### config.mk
export PLATFORM = sky130hd
export DESIGN_NAME = ps2_key_decoder
export DESIGN_NICKNAME = d
export VERILOG_FILES = /design/src/rtl/ps2_key_decoder.sv
export SDC_FILE = /design/constraint.sdc
export NUM_CORES = 1
export LEC_CHECK = 0
export CORE_AREA = 2 2 65 67
export CTS_CLUSTER_DIAMETER = 30
export DETAILED_ROUTE_END_ITERATION = 8
export DIE_AREA = 0 0 67 69
export PLACE_DENSITY = 0.71
export SETUP_SLACK_MARGIN = 0.4
export SKIP_LAST_GASP = 1
export SYNTH_ARGS = -nofsm -noshare
export SYNTH_HDL_FRONTEND = slang
export SYNTH_SLANG_ARGS = --single-unit
### constraint.sdc
create_clock -name clk -period 2.6 [get_ports clk]
set_input_delay 0.26 -clock clk [delete_from_list [all_inputs] [get_ports clk]]
set_output_delay 0.26 -clock clk [all_outputs]
set_load 0.1 [all_outputs]
### src/rtl/ps2_key_decoder.sv
// PS/2 set-2 scan byte decoder: pops bytes from the receiver FIFO, tracks the held key and counts presses.
// Optional macro PS2_KEY_ASCII_EN builds the ASCII lookup; without it key_ascii stays 0.
module ps2_key_decoder #(
   parameter int CNT_W   = 8,
   parameter int POP_GAP = 2
) (
   input  logic             clk,
   input  logic             rst,
   input  logic             kb_ready,
   input  logic [7:0]       kb_data,
   output logic             kb_nextdata_n,
   output logic             key_valid,
   output logic             key_ext,
   output logic [7:0]       key_code,
   output logic [7:0]       key_ascii,
   output logic [CNT_W-1:0] key_count,
   output logic [15:0]      seg_data
);

   localparam logic [7:0] BYTE_EXT = 8'hE0;
   localparam logic [7:0] BYTE_BRK = 8'hF0;
   localparam logic [3:0] GAP_LOAD = 4'(POP_GAP - 1);

   typedef enum logic [1:0] {
      S_IDLE = 2'd0,
      S_POP  = 2'd1,
      S_GAP  = 2'd2
   } state_t;

   state_t     state_r;
   logic [3:0] gap_r;
   logic       ext_pend_r;
   logic       brk_pend_r;
   logic       same_key_s;

`ifdef PS2_KEY_ASCII_EN
   function automatic logic [7:0] ascii_of(input logic [7:0] code);
      case (code)
         8'h1C: ascii_of = 8'h61;  8'h32: ascii_of = 8'h62;  8'h21: ascii_of = 8'h63;
         8'h23: ascii_of = 8'h64;  8'h24: ascii_of = 8'h65;  8'h2B: ascii_of = 8'h66;
         8'h34: ascii_of = 8'h67;  8'h33: ascii_of = 8'h68;  8'h43: ascii_of = 8'h69;
         8'h3B: ascii_of = 8'h6A;  8'h42: ascii_of = 8'h6B;  8'h4B: ascii_of = 8'h6C;
         8'h3A: ascii_of = 8'h6D;  8'h31: ascii_of = 8'h6E;  8'h44: ascii_of = 8'h6F;
         8'h4D: ascii_of = 8'h70;  8'h15: ascii_of = 8'h71;  8'h2D: ascii_of = 8'h72;
         8'h1B: ascii_of = 8'h73;  8'h2C: ascii_of = 8'h74;  8'h3C: ascii_of = 8'h75;
         8'h2A: ascii_of = 8'h76;  8'h1D: ascii_of = 8'h77;  8'h22: ascii_of = 8'h78;
         8'h35: ascii_of = 8'h79;  8'h1A: ascii_of = 8'h7A;
         8'h45: ascii_of = 8'h30;  8'h16: ascii_of = 8'h31;  8'h1E: ascii_of = 8'h32;
         8'h26: ascii_of = 8'h33;  8'h25: ascii_of = 8'h34;  8'h2E: ascii_of = 8'h35;
         8'h36: ascii_of = 8'h36;  8'h3D: ascii_of = 8'h37;  8'h3E: ascii_of = 8'h38;
         8'h46: ascii_of = 8'h39;  8'h29: ascii_of = 8'h20;
         default: ascii_of = 8'h00;
      endcase
   endfunction
`endif

   assign same_key_s = key_valid && (kb_data == key_code) && (ext_pend_r == key_ext);
   assign seg_data   = {key_ascii, key_code};

   // Pop handshake sequencing and byte decode; the held-key outputs change on the capture edge.
   always_ff @(posedge clk or posedge rst) begin
      if (rst) begin
         state_r       <= S_IDLE;
         gap_r         <= 4'd0;
         ext_pend_r    <= 1'b0;
         brk_pend_r    <= 1'b0;
         kb_nextdata_n <= 1'b1;
         key_valid     <= 1'b0;
         key_ext       <= 1'b0;
         key_code      <= 8'h00;
         key_ascii     <= 8'h00;
         key_count     <= '0;
      end else begin
         case (state_r)
            S_IDLE: begin
               if (kb_ready) begin
                  kb_nextdata_n <= 1'b0;
                  state_r       <= S_POP;
                  if (kb_data == BYTE_EXT) begin
                     ext_pend_r <= 1'b1;
                  end else if (kb_data == BYTE_BRK) begin
                     brk_pend_r <= 1'b1;
                  end else begin
                     ext_pend_r <= 1'b0;
                     brk_pend_r <= 1'b0;
                     if (brk_pend_r) begin
                        if (same_key_s) begin
                           key_valid <= 1'b0;
                        end
                     end else if (!same_key_s) begin
                        key_code  <= kb_data;
                        key_ext   <= ext_pend_r;
                        key_valid <= 1'b1;
                        key_count <= key_count + CNT_W'(1);
`ifdef PS2_KEY_ASCII_EN
                        key_ascii <= ext_pend_r ? 8'h00 : ascii_of(kb_data);
`endif
                     end
                  end
               end
            end
            S_POP: begin
               kb_nextdata_n <= 1'b1;
               gap_r         <= GAP_LOAD;
               state_r       <= S_GAP;
            end
            S_GAP: begin
               if (gap_r == 4'd0) begin
                  state_r <= S_IDLE;
               end else begin
                  gap_r <= gap_r - 4'd1;
               end
            end
            default: begin
               state_r       <= S_IDLE;
               kb_nextdata_n <= 1'b1;
            end
         endcase
      end
   end

endmodule

==> metrics.md <==
| Metric | Value |
|---|---|
| Clk sinks | `27` |
| Aggregate global routing overflow | `0` |
| Largest net degree at the start of global routing | `21` |
| DP HPWL | `2320 um` |
| Final Hold Fails | `0` |
| WL/cell | `13.6 um` |
| Via Count | `1070` |
| Max frequency | `0.478 GHz` |
| Core ar. | `0.00391 mm2` |
| Crit end category | `register` |
| Die X | `67 um` |
| Worst-path clk slew | `90 ps` |
| Total number of yosys warnings | `8` |
| GRT Overall Usage | `0.137` |
| Initial core utilization | `0.393` |
| Initial antenna violation count | `0` |
| DRC | `0` |
| Clk_skew | `3.17 ps` |
| Max Cap Viol | `0` |
| R2R setup slack | `570 ps` |
| H-tree levels | `1` |
| FP Rows | `23` |
| Hold Buf Count CTS | `0` |
| Die area | `0.00462 mm2` |
| Nets | `194` |
| Final Critical Period | `2090 ps` |
| Tcrit/Tclk final | `0.804` |
| GPL Wtd Cong | `0.787` |
| TritonCTS clock tree | `built` |
| Syn Inst Count | `142` |
| I/O Pins | `54` |
| Worst skew pair latency | `270 ps` |
| Status | `finished clean` |
| Final-layout fill cell count | `399` |
| Setup TNS | `0 ps` |
| Avg Inst Size Synth | `10.8 um2` |
| CP Class | `input port to register` |
| Inserted Clock Buffers | `3` |
| Initial drt markers | `26` |
| Yosys cell types | `32` |
| Slew HR | `0.482` |
| Drt via density | `4.69` |
| Antenna viol nets, final | `0` |
| Clk buf depth | `2` |
| Final slew viol count | `0` |
| Worst EP required | `2760 ps` |
| Type of the tightest min-delay check | `input port to asynchronous set/reset pin` |
| Mapped Area | `0.00154 mm2` |
| First-pass GRT wire length | `4820 um` |
| Synth Register Bits | `27` |
| Layout cells sized above 1 | `0.331` |
| Worst-margin pin slew | `776 ps` |
| Largest fanout on the critical path | `10` |
| Seq/Total Area, Yosys | `0.441` |
| Router iterations before antenna repair | `4` |
| Detailed Route WL | `3090 um` |
| RSZ-0062 raised after global routing | `no` |
| Worst path arrival time | `2250 ps` |
| Setup violations, final | `0` |
| Syn-to-layout area delta | `21.6%` |
| IO Port Bufs | `37` |
| Die Height | `69 um` |
| N_diodes | `0` |
| Clk Tree Root Cell | `clkbuf_8` |
| Vias in the first global route | `1049` |
| Worst Setup Start Kind | `input port` |
-- flip-flops by register name (all words and copies together), names as in the netlist --
| register | cells |
|---|---|
| kb_nextdata_n | 1 |
| brk_pend_r | 1 |
| key_valid | 1 |
| key_ext | 1 |
| key_count | 8 |
| key_code | 8 |
| state_r | 2 |
| gap_r | 4 |
| ext_pend_r | 1 |
-- metrics by stage --
step | worst slack, ps | cell area (um2) | instances | util | hold WS (ps)
after global placement | 240 | 1780 | 218 | 0.454 | 465
final | 510 | 1870 | 228 | 0.477 | 424
after global routing | 379 | 1870 | 228 | 0.477 | 504
after detailed placement | 203 | 1780 | 218 | 0.454 | 469
after floorplan | 403 | 1600 | 157 | - | 311
after CTS | 500 | 1820 | 222 | 0.466 | 465
-- worst max-delay path, cell delays in order --
cell,delay (ps)
clkdlybuf4s50_1,460
xor2_1,190
nor4_1,300
nand4_1,140
ha_1,250
o211ai_4,170
buf_4,200
mux2_4,290
-- synth_stat cells (all sizes together) --
cell type  number  area share
nand2           5       0.012
buf            25        0.12
xnor2           2       0.011
mux2i           2       0.013
o211ai          1       0.014
nand4b          2       0.011
dfrtp          26        0.42
or4             1      0.0073
o21ai           3      0.0098
dfstp           1       0.017
conb            1      0.0024
a21oi           3      0.0098
nor3b           2       0.017
o32a            1      0.0065
nand4           4       0.016
nor4            2      0.0081
o31ai           1      0.0049
clkbuf          2      0.0049
nand3           6       0.020
nand3b          2      0.0098
ha              4       0.033
xor2           14       0.080
o32ai           1      0.0057
a21o            1      0.0049
nor3            5       0.016
inv             9       0.022
nor2            7       0.017
mux2            9       0.078
-- logic make-up after synthesis --
kind of cell    after synthesis  share of synthesized area
compound gates               11                     0.0554
xor+xnor                     16                     0.0912
fa+ha+maj                     4                     0.0326
buf+inv                      36                      0.151
flops                        27                      0.441
mux                          11                     0.0912
other cells                   1                    0.00244
simple gates                 36                      0.135
-- cells in the final DEF (no fill, tap or decap), drive strengths merged, types with 3 or more instances in the layout --
| cell | n |
|---|---|
| a21oi | 3 |
| buf | 34 |
| clkbuf | 4 |
| clkdlybuf4s50 | 10 |
| conb | 16 |
| dfrtp | 26 |
| ha | 4 |
| inv | 9 |
| mux2 | 9 |
| nand2 | 5 |
| nand3 | 6 |
| nand4 | 4 |
| nor2 | 7 |
| nor3 | 5 |
| o21ai | 3 |
| xor2 | 14 |
-- area by class of cell --
cell class              instances  area, um2  share of cell area
well taps                      50       62.6              0.0335
multi-input cells              94        683               0.366
inverters                       9       33.8              0.0181
clock buffers                   4       45.0              0.0241
repair buffers                 44        355               0.190
flip-flops and latches         27        688               0.368
-- final timing paths --
path | start | endpoint | depth (start not counted)
worst max-delay path | kb_data[0] | key_code[6]$_DFFE_PP0P_ | 8
worst min-delay path | rst | gap_r[0]$_DFFE_PP0P_ | 2
worst max register to register | key_code[0]$_DFFE_PP0P_ | key_code[6]$_DFFE_PP0P_ | 7
worst min register to register | key_count[7]$_DFFE_PP0P_ | key_count[7]$_DFFE_PP0P_ | 1
max in group asynchronous | rst | key_count[1]$_DFFE_PP0P_ | 3
min in group clk | key_count[7]$_DFFE_PP0P_ | key_count[7]$_DFFE_PP0P_ | 1
-- metal layers --
metal,vias to the layer above,global-route usage,part of all wire
met3,2,0.0326,0.065
li1,512,-,-
met1,523,0.160,0.41
met4,0,0.0635,0.0078
met5,-,0,0
met2,33,0.230,0.52
-- repair_timing --
action	CTS	global route
setup endpoints to repair	0	4
setup buffers	0	6
resized for setup	0	0
Power is not shown: default switching activity piles up to over one toggle a cycle in this logic, so the estimate is an artifact.
